<file path="config.mk">
export PLATFORM = sky130hd
export DESIGN_NAME = am2909_seq_ctrl
export DESIGN_NICKNAME = d
export VERILOG_FILES = /design/src/rtl/am2909_seq_ctrl.sv
export SDC_FILE = /design/constraint.sdc
export NUM_CORES = 1
export LEC_CHECK = 0
export ABC_AREA = 1
export BUFFER_PORTS_ARGS = -buffer_cell sky130_fd_sc_hd__buf_2
export CORE_ASPECT_RATIO = 1.75
export CORE_UTILIZATION = 53
export DETAILED_ROUTE_END_ITERATION = 12
export HOLD_SLACK_MARGIN = 0.15
export PLACE_DENSITY = 0.94
export SLEW_MARGIN = 30
export SYNTH_ARGS = -nofsm -noshare
export SYNTH_HDL_FRONTEND = slang
export SYNTH_SLANG_ARGS = --single-unit
</file>
<file path="constraint.sdc">
create_clock -name CP -period 3.6 [get_ports CP]
set_input_delay 0.18 -clock CP [delete_from_list [all_inputs] [get_ports CP]]
set_output_delay 0.18 -clock CP [all_outputs]
set_load 0.05 [all_outputs]
</file>
<file path="src/rtl/am2909_seq_ctrl.sv">
// Next-address controller for a cascade of Am2909 sequencer slices: decodes the
// microinstruction and condition into 2909 control pins, and owns a loop counter and stack-depth shadow.
module am2909_seq_ctrl #(
  parameter int CW = 12
) (
  input  logic          CP,
  input  logic          CLR,
  input  logic [2:0]    I,
  input  logic          CC,
  input  logic          CCEN,
  input  logic [CW-1:0] DIN,
  output logic [1:0]    S,
  output logic          FE,
  output logic          PUP,
  output logic          ZERO,
  output logic          PLE,
  output logic          MAPE,
  output logic [CW-1:0] CNT,
  output logic [2:0]    DEPTH,
  output logic          FULL,
  output logic          EMPTY,
  output logic          OVF,
  output logic          UNF
);

  typedef enum logic [2:0] {
    OP_JZ   = 3'd0,
    OP_CONT = 3'd1,
    OP_JMAP = 3'd2,
    OP_CJP  = 3'd3,
    OP_CJS  = 3'd4,
    OP_CRTN = 3'd5,
    OP_LDCT = 3'd6,
    OP_RPCT = 3'd7
  } op_e;

  typedef enum logic [1:0] {
    SRC_UPC   = 2'b00,
    SRC_AR    = 2'b01,
    SRC_STACK = 2'b10,
    SRC_D     = 2'b11
  } src_e;

  localparam logic [2:0] DEPTH_MAX = 3'd4;

  op_e           op;
  logic          pass;
  logic          cnt_nz;
  logic          push;
  logic          pop;
  logic [CW-1:0] cnt_d, cnt_q;
  logic [2:0]    depth_d, depth_q;
  logic          ovf_d, ovf_q;
  logic          unf_d, unf_q;

  assign op     = op_e'(I);
  assign pass   = CCEN | CC;
  assign cnt_nz = (cnt_q != '0);
  assign push   = (op == OP_CJS)  && pass;
  assign pop    = (op == OP_CRTN) && pass;

  assign FULL  = (depth_q == DEPTH_MAX);
  assign EMPTY = (depth_q == 3'd0);

  // Control pins to the 2909 slices; reset forces Y=0 with no stack activity.
  always_comb begin
    // NOTE: every output gets a default before the case so no path leaves it
    // unassigned, which would otherwise infer a latch.
    S    = SRC_UPC;
    FE   = 1'b1;
    PUP  = 1'b1;
    ZERO = 1'b1;
    PLE  = 1'b1;
    MAPE = 1'b1;
    if (!CLR) begin
      ZERO = 1'b0;
    end else begin
      case (op)
        OP_JZ:   ZERO = 1'b0;
        OP_JMAP: begin
          S    = SRC_D;
          MAPE = 1'b0;
        end
        OP_CJP: if (pass) begin
          S   = SRC_D;
          PLE = 1'b0;
        end
        OP_CJS: if (pass) begin
          S   = SRC_D;
          PLE = 1'b0;
          FE  = 1'b0;
          PUP = 1'b1;
        end
        OP_CRTN: if (pass) begin
          S   = SRC_STACK;
          FE  = 1'b0;
          PUP = 1'b0;
        end
        OP_RPCT: if (cnt_nz) begin
          S   = SRC_D;
          PLE = 1'b0;
        end
        default: ;
      endcase
    end
  end

  // The 2909 stack still performs an overflowing push or underflowing pop;
  // the shadow depth saturates and the sticky flag records the event.
  always_comb begin
    depth_d = depth_q;
    ovf_d   = ovf_q;
    unf_d   = unf_q;
    if (op == OP_JZ) begin
      depth_d = 3'd0;
      ovf_d   = 1'b0;
      unf_d   = 1'b0;
    end else if (push) begin
      if (FULL) ovf_d   = 1'b1;
      else      depth_d = depth_q + 3'd1;
    end else if (pop) begin
      if (EMPTY) unf_d   = 1'b1;
      else       depth_d = depth_q - 3'd1;
    end
  end

  always_comb begin
    cnt_d = cnt_q;
    if (op == OP_LDCT)
      cnt_d = DIN;
    else if (op == OP_RPCT && cnt_nz)
      cnt_d = cnt_q - CW'(1);
  end

  always_ff @(posedge CP or negedge CLR) begin
    if (!CLR) begin
      cnt_q   <= '0;
      depth_q <= 3'd0;
      ovf_q   <= 1'b0;
      unf_q   <= 1'b0;
    end else begin
      // NOTE: non-blocking assignments so all state samples pre-edge values.
      cnt_q   <= cnt_d;
      depth_q <= depth_d;
      ovf_q   <= ovf_d;
      unf_q   <= unf_d;
    end
  end

  assign CNT   = cnt_q;
  assign DEPTH = depth_q;
  assign OVF   = ovf_q;
  assign UNF   = unf_q;

endmodule

</file>
### Word-level counts from Yosys, hierarchy flattened

Cells that the tools add are included.

* add/sub/neg operators: 3
* div/mod/pow operators: 0
* shifts and indexed selects: 0
* multiply operators: 0
* equal/unequal tests: 10
* bitwise gates (word level): 1
* $lt $le $gt $ge: 0
* reductions and logical operators: 17
* mux-type cells: 31

Operator list (count)
* 12-bit two-way mux: 2
* 1-bit two-way mux: 18
* 3-bit equality test, second input constant: 5
* 3-bit two-way mux: 5
* 12-bit nonzero test: 1
* 12-bit by 1-bit subtractor with 12-bit output, second input constant: 1
* 2-bit nonzero test: 5
* 2-bit two-way mux: 4
* 2-bit one-hot mux with 4 select lines: 1
* 3-bit by 2-bit equality test with 1-bit output, second input constant: 2
* 3-bit zero test: 2
* 3-bit AND reduction: 2
* 2-bit OR reduction: 2
* 3-bit by 1-bit adder with 3-bit output, second input constant: 1
* 1-bit logical AND: 3
* 3-bit by 1-bit inequality test with 1-bit output, second input constant: 1
* 3-bit by 2-bit inequality test with 1-bit output, second input constant: 1
* 3-bit nonzero test: 1
* 3-bit by 1-bit subtractor with 3-bit output, second input constant: 1
* 2-bit by 1-bit inequality test with 1-bit output, second input constant: 1
* 1-bit one-hot mux with 2 select lines: 1
* 2-bit AND reduction: 1
* 1-bit bitwise OR: 1

* register bits after elaboration: 17
* latch bits: 0
* RAM bits: 0
* memories: 0
* logic and storage cells: 66
* ROM bits: 0
* input port bits: 19
* output and inout port bits: 26

### Longest topological paths before layout

Gate-level depths: netlist of run 1.

* depth after elaboration: 5
* depth in mapped cells: 10
* depth with buffers taken out: 9

### Least setup slack after synthesis of run 1

No wires, ideal clock.

* path kind: flip-flop to output port
* start: reg cnt_q[0] (netlist: CNT[0])
* end: out S[1]
* cell stages (with the launch flop): 9
* buffers on the path: 1
* path slack: 1238 ps
* data arrival time: 2182 ps
* data required time: 3420 ps
* cell sequence: dfrtp_1 > inv_1 > ha_1 > nand2_1 > nor2_1 > nand2_1 > nand2_1 > buf_2 > a31oi_1

* longest elaborated chain between the ends: 4

Ends and longest elaborated chain
* start, declared: RTL line 51 `logic [CW-1:0] cnt_d, cnt_q;`
* start signal, assigned: RTL line 143 `cnt_q <= cnt_d;`
* 12-bit nonzero test: RTL line 58 `assign cnt_nz = (cnt_q != '0);`
* 2-bit two-way mux: RTL line 99 `OP_RPCT: if (cnt_nz) begin`
* 2-bit one-hot mux with 4 select lines: RTL line 78 `case (op)`
* 2-bit two-way mux: RTL line 75 `if (!CLR) begin`
* end, declared: RTL line 12 `output logic [1:0] S,`

No other way between the ends.

### Worst setup path after layout of run 1

* start: reg cnt_q[2] (netlist: CNT[2])
* end: out PLE

* longest elaborated chain between the ends: 4

Ends and longest elaborated chain
* 12-bit nonzero test: RTL line 58
* 1-bit two-way mux: RTL line 99
* 1-bit one-hot mux with 2 select lines: RTL line 78
* 1-bit two-way mux: RTL line 75
* end, declared: RTL line 16 `output logic PLE,`

No other way between the ends.

==> results_dict.tcl, run 1 <==
set metrics [dict create \
    outcome "complete, no violations" \
    grt_pass1_wl_um 5350 \
    synth_flop_cell "dfrtp_1" \
    maxCapViolCount 0 \
    synth_top_cell_by_area "dfrtp_1" \
    p_int_mw 0.588 \
    cts_buffers 3 \
    crit_path_end_kind "output pin" \
    clock_sinks 17 \
    synthDistinctLibCells 22 \
    period_needed_ns 2.14 \
    via_count 1450 \
    max_freq_mhz 468 \
    power_frac_seq_pct 25.3 \
    grtUsageMet1_pct 28.7 \
    cts_root_buf "clkbuf_8" \
    switching_share_pct 59.1 \
    antenna_found_initial 0 \
    hold_viol 0 \
    synthArstFlopShare_pct 100 \
    portBuffers 44 \
    clock_power_share_pct 10.4 \
    design.die.area_mm2 0.00262 \
    synthAdderAreaFrac_pct 3.52 \
    p_per_area_mw_per_mm2 922 \
    htreeDepth 1 \
    layout-drive-gt1-share_pct 22.6 \
    synth.area.top_cells "dfrtp_1 33%, nand2_1 19%, nand3_1 14%" \
    synth-edff-count 0 \
    synthCells 203 \
    viasPerCell 5.31 \
    grt.total_usage_pct 29.7 \
    synth_compound_area_share_pct 7.33 \
    crit_type "reg -> out" \
    synthDominantCellAreaShare_pct 33.2 \
    ioPinCount 45 \
    setup_tns_ns 0 \
    drt_first_pass_iters 4 \
    drt_iter0_drc 39 \
    finalSetupViolCount 0 \
    slew_violations 0 \
    ys_seq_area_share_pct 33.2 \
    wire_per_inst_um 12.6 \
    yosysMostFrequentCell "nand2_1" \
    muxShareOfSynthArea_pct 0 \
    critPathArrivalTime_ns 1.96 \
    rsz0062_at_grt "no" \
    wl_um 3440 \
    finalCritPeriodShare_pct 59.4 \
    cts_tree "done" \
    worstPathRequired_ns 3.42 \
    ys_warn_count 0 \
    grt_use_met2_pct 54.0 \
    fillCellCount 207 \
    overflow 0 \
    ir_drop_mv 0.533 \
    initial_utilization_pct 56.3 \
    start_kind "flip-flop" \
    die_w_um 39.2 \
    synth.net_count 225 \
    p_comb_share_pct 64.3 \
    postCtsSetupBuffers 0 \
    final_nets 271 \
    diodes 0 \
    gp_congestion 0.823 \
    cts.repair.resized 0 \
    grt_max_degree 26 \
    syn_area_mm2 0.00128 \
    clk-insertion-delay-late_ns 0.26 \
    slew_headroom_pct 66.5 \
    dp_hpwl_um 2610 \
    synth-simple-area-share_pct 46.3 \
    ant_nets 0 \
    grt_pass1_vias 1370 \
    grt_util_met3_pct 5.00 \
    worst_pin_slew_ns 0.502 \
    syn_area_per_cell_um2 6.31 \
    ys_ff_latch 17 \
    core_mm2 0.00227 \
    area_delta_synth_final_pct 21.8 \
    path_clk_slew_ns 0.07 \
    drc 0 \
    hp-class "in -> reg" \
    cellLeakagePower_nw 0.875 \
    rows 23 \
    power_mw 1.44 \
    busiest_layer "met2" \
    clockBufferDepth 2 \
    dieHeight_um 67.0 \
    synth_common_cells "64 x nand2_1, 35 x nand3_1, 27 x nor2_1, 20 x inv_1, 17 x dfrtp_1" \
    crit_path_max_fanout 12 \
    switching_power_mw 0.849 \
    synth_top_family_by_area "simple AND/OR/NAND/NOR gates" \
    yosys.area_share.xor_xnor_pct 0.684 \
    fin_skew_ns 0.00590 \
]
through the flow:
stage | util [%] | instances | hold slack (ns) | area, um2 | setup WS, ns
final | 68.6 | 273 | 0.229 | 1560 | 1.46
after global routing | 68.6 | 273 | 0.256 | 1560 | 1.28
after CTS | 68.6 | 273 | 0.236 | 1560 | 1.49
after detailed placement | 66.2 | 268 | 0.163 | 1500 | 1.77
after global placement | 66.2 | 268 | 0.163 | 1500 | 1.83
after floorplan | - | 203 | -0.116 | 1280 | 1.24
layout by cell type, fill, tap and decap left out, types with 2 or more instances in the layout:
| master | instances |
|---|---|
| clkbuf_8 | 3 |
| ha_1 | 2 |
| or2_2 | 4 |
| nor2_1 | 27 |
| dfrtp_1 | 17 |
| o21ai_0 | 12 |
| buf_2 | 44 |
| or2_0 | 3 |
| nand2_1 | 64 |
| nor3_1 | 2 |
| inv_2 | 3 |
| nand3_1 | 35 |
| a21oi_1 | 4 |
| inv_1 | 20 |
what timing repair did:
item,CTS,global route
hold buffers,1,0
hold endpoints to repair,17,0
endpoints found under the setup margin,0,0
flip-flops by register name, summed over array words and instances, names as in the netlist:
name / count
OVF: 1
UNF: 1
DEPTH: 3
CNT: 12
worst max-delay path, cell delays in order (launching register included):
cell     delay [ns]
dfrtp_1        0.43
nor2_1         0.22
nand2_1        0.08
nor2_1         0.13
nand2_1        0.07
nand2_1        0.30
nand2_1        0.13
nand2_1        0.08
buf_2          0.26
routing by layer:
metal  part of all wire, %  vias up
met2                    55       37
li1                      -      735
met4                   2.4        0
met3                   3.5        9
met1                    39      669
met5                     0        -
power groups by stage:
stage          registers, mW  clock network (mW)  logic (mW)
3_3_place_gp           0.361                   0       0.898
5_1_grt                0.374               0.157        1.01
4_1_cts                0.361               0.148       0.923
6_report               0.363               0.150       0.923
2_1_floorplan          0.645                   0       0.420
3_5_place_dp           0.364                   0       0.918
final cells by class:
type	count	area [um2]	area share (%)
Clock buffer	4	45.0	2.89
Inverter	23	86.3	5.54
Multi-Input combinational cell	159	741	47.5
Sequential cell	17	425	27.3
Tap cell	25	31.3	2.01
Timing Repair Buffer	45	230	14.8
final timing paths:
path	startpoint	endpoint	slack (ns)	cells past startpoint
worst max-delay path	CNT[2]	PLE	1.46	8
worst min-delay path	DIN[10]	CNT[10]	0.23	4
worst max register to register	CNT[2]	CNT[1]	1.72	8
worst min register to register	UNF	UNF	0.50	1
max in group asynchronous	CLR	CNT[5]	2.84	2
min in group asynchronous	CLR	CNT[2]	0.41	2
cell families after synthesis:
kind of cell,Yosys count
AOI/OAI and AO/OA,18
xor gates and xnor gates,1
adders and majority gates,3
buffers and inverters,27
DFF,17
and+or+nand+nor,137
(Power assumes the default switching activity.)
==> run 2: changes to the inputs <==
CORE_UTILIZATION = 49   (was 53)
PLACE_DENSITY = 0.89   (was 0.94)
clock period = 2 ns   (was 3.6 ns; I/O delays follow)
==> results_dict.tcl, run 2 (synthesis gave the netlist of run 1 again) <==
set metrics [dict create \
    rows 24 \
    outcome "complete, no violations" \
    slowest_stage "dfrtp_1" \
    rsz0062_at_grt "no" \
    crit_family "simple AND/OR/NAND/NOR gates" \
    fin_skew_ns 0.00997 \
    cts_root_buf "clkbuf_8" \
    cts_tree "done" \
    clock_sinks 17 \
    max_freq_mhz 536 \
    wl_um 3300 \
    design.die.area_mm2 0.00283 \
    cellLeakagePower_nw 0.888 \
    initial_utilization_pct 51.4 \
    core_mm2 0.00249 \
    diodes 0 \
    drt_first_pass_iters 6 \
    p_per_area_mw_per_mm2 1610 \
    cts_buffers 3 \
    crit_path_max_fanout 7 \
    setup_tns_ns 0 \
    hp-class "in -> reg" \
    path_clk_slew_ns 0.08 \
    grt_max_degree 26 \
    dp_hpwl_um 2530 \
    die_w_um 40.6 \
    wire_per_inst_um 11.9 \
    maxCapViolCount 0 \
    drc 0 \
    area_delta_synth_final_pct 25.5 \
    portBuffers 44 \
    drt_iter0_drc 33 \
    final_nets 274 \
    finalCritPeriodShare_pct 93.3 \
    dieHeight_um 69.6 \
    htreeDepth 1 \
    critical_path_buf_inv_count 2 \
    start_kind "flip-flop" \
    critPathArrivalTime_ns 1.77 \
    slew_violations 0 \
    ir_drop_mv 1.04 \
    slew_headroom_pct 75.5 \
    cpPeakStageDelay_ns 0.41 \
    layout-drive-gt1-share_pct 25.5 \
    hold_viol 0 \
    hold_slack_ns 0.146 \
    period_needed_ns 1.87 \
    clockBufferDepth 2 \
    postCtsSetupBuffers 0 \
    overflow 0 \
    most-common-layout-cells "63 x nand2_1, 44 x buf_2, 35 x nand3_1, 25 x nor2_1, 20 x inv_1" \
    grt.total_usage_pct 26.4 \
    largest_reg_flops 12 \
    r2r_setup_slack_ns 0.30 \
    finalSetupViolCount 0 \
    crit_path_end_kind "output pin" \
    gp_congestion 0.818 \
    worstPathRequired_ns 1.90 \
    worst_pin_slew_ns 0.367 \
    grt_pass1_wl_um 5330 \
    ioPinCount 45 \
    antenna_found_initial 0 \
    critical_path.most_common_cell "nand2_1" \
    via_count 1454 \
    ant_nets 0 \
    viasPerCell 5.25 \
    grt_pass1_vias 1327 \
    final_common_cell "nand2_1" \
    clk-insertion-delay-late_ns 0.27 \
    crit_type "reg -> out" \
    crit_chain "inv_1 -> ha_1 -> nand2_1 -> nor2_1 -> nand2_1 -> nand2_2 -> nand2_1 -> nand2_1 -> buf_2" \
]
==> run 2: final timing paths <==
kind                       cells after the start      to    from
min                                            5  CNT[2]  DIN[2]
min in group asynchronous                      2     OVF     CLR
max                                            9     PLE  CNT[1]
max reg2reg                                    9  CNT[3]  CNT[1]
min reg2reg                                    2     OVF     OVF
max in group asynchronous                      3  CNT[8]     CLR
==> run 2: repair_timing <==
action                                 4_1_cts  5_1_grt
setup endpoints to repair                    0        1
endpoints found under the hold margin       18        0
resized for setup                            0        1
hold buffers                                 2        0
==> run 2: report_power, final <==
group	switching, mW	internal, mW
registers	0.165	0.493
logic	1.22	0.431
clock network	0.144	0.141
total	1.53	1.06
==> run 2: stage by stage <==
| step | setup WS (ns) | area, um2 | total power [mW] | utilization [%] | instances |
|---|---|---|---|---|---|
| floorplan | 0.00747 | 1290 | 1.93 | - | 203 |
| global placement | 0.347 | 1540 | 2.27 | 61.6 | 271 |
| detailed placement | 0.269 | 1540 | 2.31 | 61.6 | 271 |
| CTS | 0.0621 | 1600 | 2.59 | 64.4 | 277 |
| global route | 0.0366 | 1610 | 2.77 | 64.5 | 277 |
| finish | 0.134 | 1610 | 2.59 | 64.5 | 277 |
==> run 2: final cells by class <==
| cell class | instances | area, um2 |
|---|---|---|
| clock inverter | 1 | 7.51 |
| timing repair buffer | 48 | 255 |
| inverter | 23 | 86.3 |
| tap | 26 | 32.5 |
| clock buffer | 3 | 41.3 |
| fill | 235 | 886 |
| multi-input combinational | 159 | 758 |
| sequential | 17 | 425 |
==> run 2: metal layers <==
metal	vias to the layer above	global-route usage, %	part of all wire [%]
met5	-	0	0
met4	0	11.1	2.0
met3	7	3.21	3.1
met2	34	48.7	57
met1	670	25.9	37
li1	743	-	-
==> run 2: worst min-delay path, stage by stage <==
cell and delay [ns]:
buf_2 0.07, nand2_1 0.04, o21ai_0 0.06, nand2_1 0.06, o21ai_0 0.06
==> run 3: changes to the inputs <==
ABC_AREA = unset   (was 1)
BUFFER_PORTS_ARGS = -buffer_cell sky130_fd_sc_hd__buf_4   (was -buffer_cell sky130_fd_sc_hd__buf_2)
CORE_UTILIZATION = 52   (was 49)
PLACE_DENSITY = 0.94   (was 0.89)
clock period = 2.3 ns   (was 2 ns; I/O delays follow)
==> results_dict.tcl, run 3 <==
set metrics [dict create \
    synth_common_cells "20 x nor2_1, 17 x dfrtp_1, 9 x a31oi_1, 9 x nand2_1, 9 x or4_1" \
    htreeDepth 1 \
    r2r_cells 7 \
    synthDominantCellAreaShare_pct 35.6 \
    grt.total_usage_pct 34.5 \
    largest_reg_flops 12 \
    cellLeakagePower_nw 0.765 \
    post-place-ws_ns 0.179 \
    grt_pass1_vias 1483 \
    wire_per_inst_um 16.8 \
    grt_pass1_wl_um 6310 \
    crit_path_end_kind "output pin" \
    synth-edff-count 0 \
    via_count 1493 \
    fin_skew_ns 0.00122 \
    drt_first_pass_iters 4 \
    postLayoutCellArea_mm2 0.00181 \
    worst_slack_ns 0.0212 \
    initial_utilization_pct 56.4 \
    final_common_cell "buf_4" \
    synth_top_cell_by_area "dfrtp_1" \
    cts_buffers 3 \
    synthCells 143 \
    path_clk_slew_ns 0.11 \
    syn_area_per_cell_um2 8.36 \
    maxCapViolCount 0 \
    design.die.area_mm2 0.00250 \
    area_delta_synth_final_pct 51.0 \
    ys_warn_count 0 \
    grt_max_degree 25 \
    gp_congestion 0.871 \
    most-common-layout-cells "52 x buf_4, 19 x nor2_1, 14 x dfrtp_1, 12 x dlygate4sd3_1" \
    cts_root_buf "clkbuf_4" \
    final_nets 232 \
    worstPathRequired_ns 2.18 \
    finalSetupViolCount 0 \
    synth_flop_cell "dfrtp_1" \
    ys_seq_area_share_pct 35.6 \
    slew_headroom_pct 74.8 \
    syn_area_mm2 0.00120 \
    synthDistinctLibCells 40 \
    yosysMostFrequentCell "nor2_1" \
    rows 22 \
    diodes 0 \
    ir_drop_mv 0.751 \
    clock_sinks 17 \
    core_mm2 0.00212 \
    ant_nets 0 \
    finalCritPeriodShare_pct 99.1 \
    clockBufferDepth 2 \
    p_per_area_mw_per_mm2 897 \
    drc 0 \
    layout-drive-gt1-share_pct 34.9 \
    synth.area.top_cells "dfrtp_1 36%, nor2_1 6.3%, or4_1 5.6%" \
    dp_hpwl_um 2720 \
    clk-insertion-delay-late_ns 0.30 \
    ioPinCount 45 \
    dieHeight_um 65.4 \
    die_w_um 38.3 \
    outcome "complete, no violations" \
    whs_path_depth 3 \
    drt_iter0_drc 38 \
    crit_type "reg -> out" \
    place_area_mm2 0.00159 \
    critPathArrivalTime_ns 2.16 \
    ys_ff_latch 17 \
    viasPerCell 6.41 \
    hp-class "in -> reg" \
    rsz0062_at_grt "yes" \
    period_needed_ns 2.28 \
    portBuffers 44 \
    max_freq_mhz 439 \
    cts_tree "done" \
    start_kind "flip-flop" \
    worst_pin_slew_ns 0.374 \
    hold_viol 0 \
    slew_violations 0 \
    overflow 0 \
    wl_um 3930 \
    synthArstFlopShare_pct 100 \
    antenna_found_initial 0 \
    synth.net_count 165 \
    final_core_util_pct 85.2 \
    crit_path_max_fanout 5 \
]
## run 3: area by class of cell
class,instances,area [um2]
fill,117,313
tap,24,30.0
clock buffer,4,26.3
multi-input combinational,115,754
timing repair buffer,67,544
sequential,17,429
inverter,6,22.5
## run 3: worst max-delay path: stages (launching register included)
cell and delay, ns:
dfrtp_2 0.44, or4_4 0.56, nor4_4 0.34, nor2_4 0.09, o31a_1 0.26, buf_6 0.16
## run 3: cell families (layout without fill, tap and decap cells)
group,Yosys count,count (layout),share of synthesized area [%]
XOR/XNOR,1,1,0.732
adder cells (fa/ha/maj),3,3,3.77
buffers and inverters,11,77,3.77
AND/OR/NAND/NOR,75,75,35.6
multiplexers,1,1,0.837
flip-flops,17,17,35.6
AO/OA/AOI/OAI,35,35,19.8
## run 3: timing repair
| item | 4_1_cts | 5_1_grt |
|---|---|---|
| hold endpoints to repair | 28 | 0 |
| gates resized for setup | 6 | 2 |
| endpoints found under the setup margin | 3 | 3 |
| buffers inserted | 3 | 3 |
| hold buffers | 12 | 0 |
| pin swaps | 4 | 1 |
## run 3: final timing paths
path                         from     end  slack, ns
hold / removal               I[1]  CNT[2]       0.17
setup reg to reg           CNT[6]  CNT[7]       0.09
min in group asynchronous     CLR  CNT[5]       0.24
hold reg to reg               OVF     OVF       0.54
setup / recovery           CNT[6]    S[1]       0.02
max in group asynchronous     CLR  CNT[0]       1.80
## run 3: layer usage
layer  wire length (um)  global-route usage (%)  vias up  part of all wire (%)
met1               1300                    33.5      707                    33
met3                265                    4.73       28                   6.8
met4                193                    20.1        0                   4.9
li1                   -                       -      668                     -
met5                  0                       0        -                     0
met2               2170                    63.8       90                    55
## run 3: power by group
group	switching [mW]	internal, mW	total (mW)
sequential	0.113	0.379	0.492
combinational	0.627	0.328	0.954
clock	0.107	0.0678	0.174
total	0.846	0.775	1.62
## run 3: through the flow
step                      instances  hold WS, ns  power, mW  setup TNS [ns]
after floorplan                 143       -0.181       1.10               0
after global placement          211       0.0236       1.35               0
after detailed placement        211       0.0272       1.39               0
after CTS                       230        0.172       1.59               0
after global routing            233        0.173       1.70         -0.0591
final                           233        0.170       1.62               0
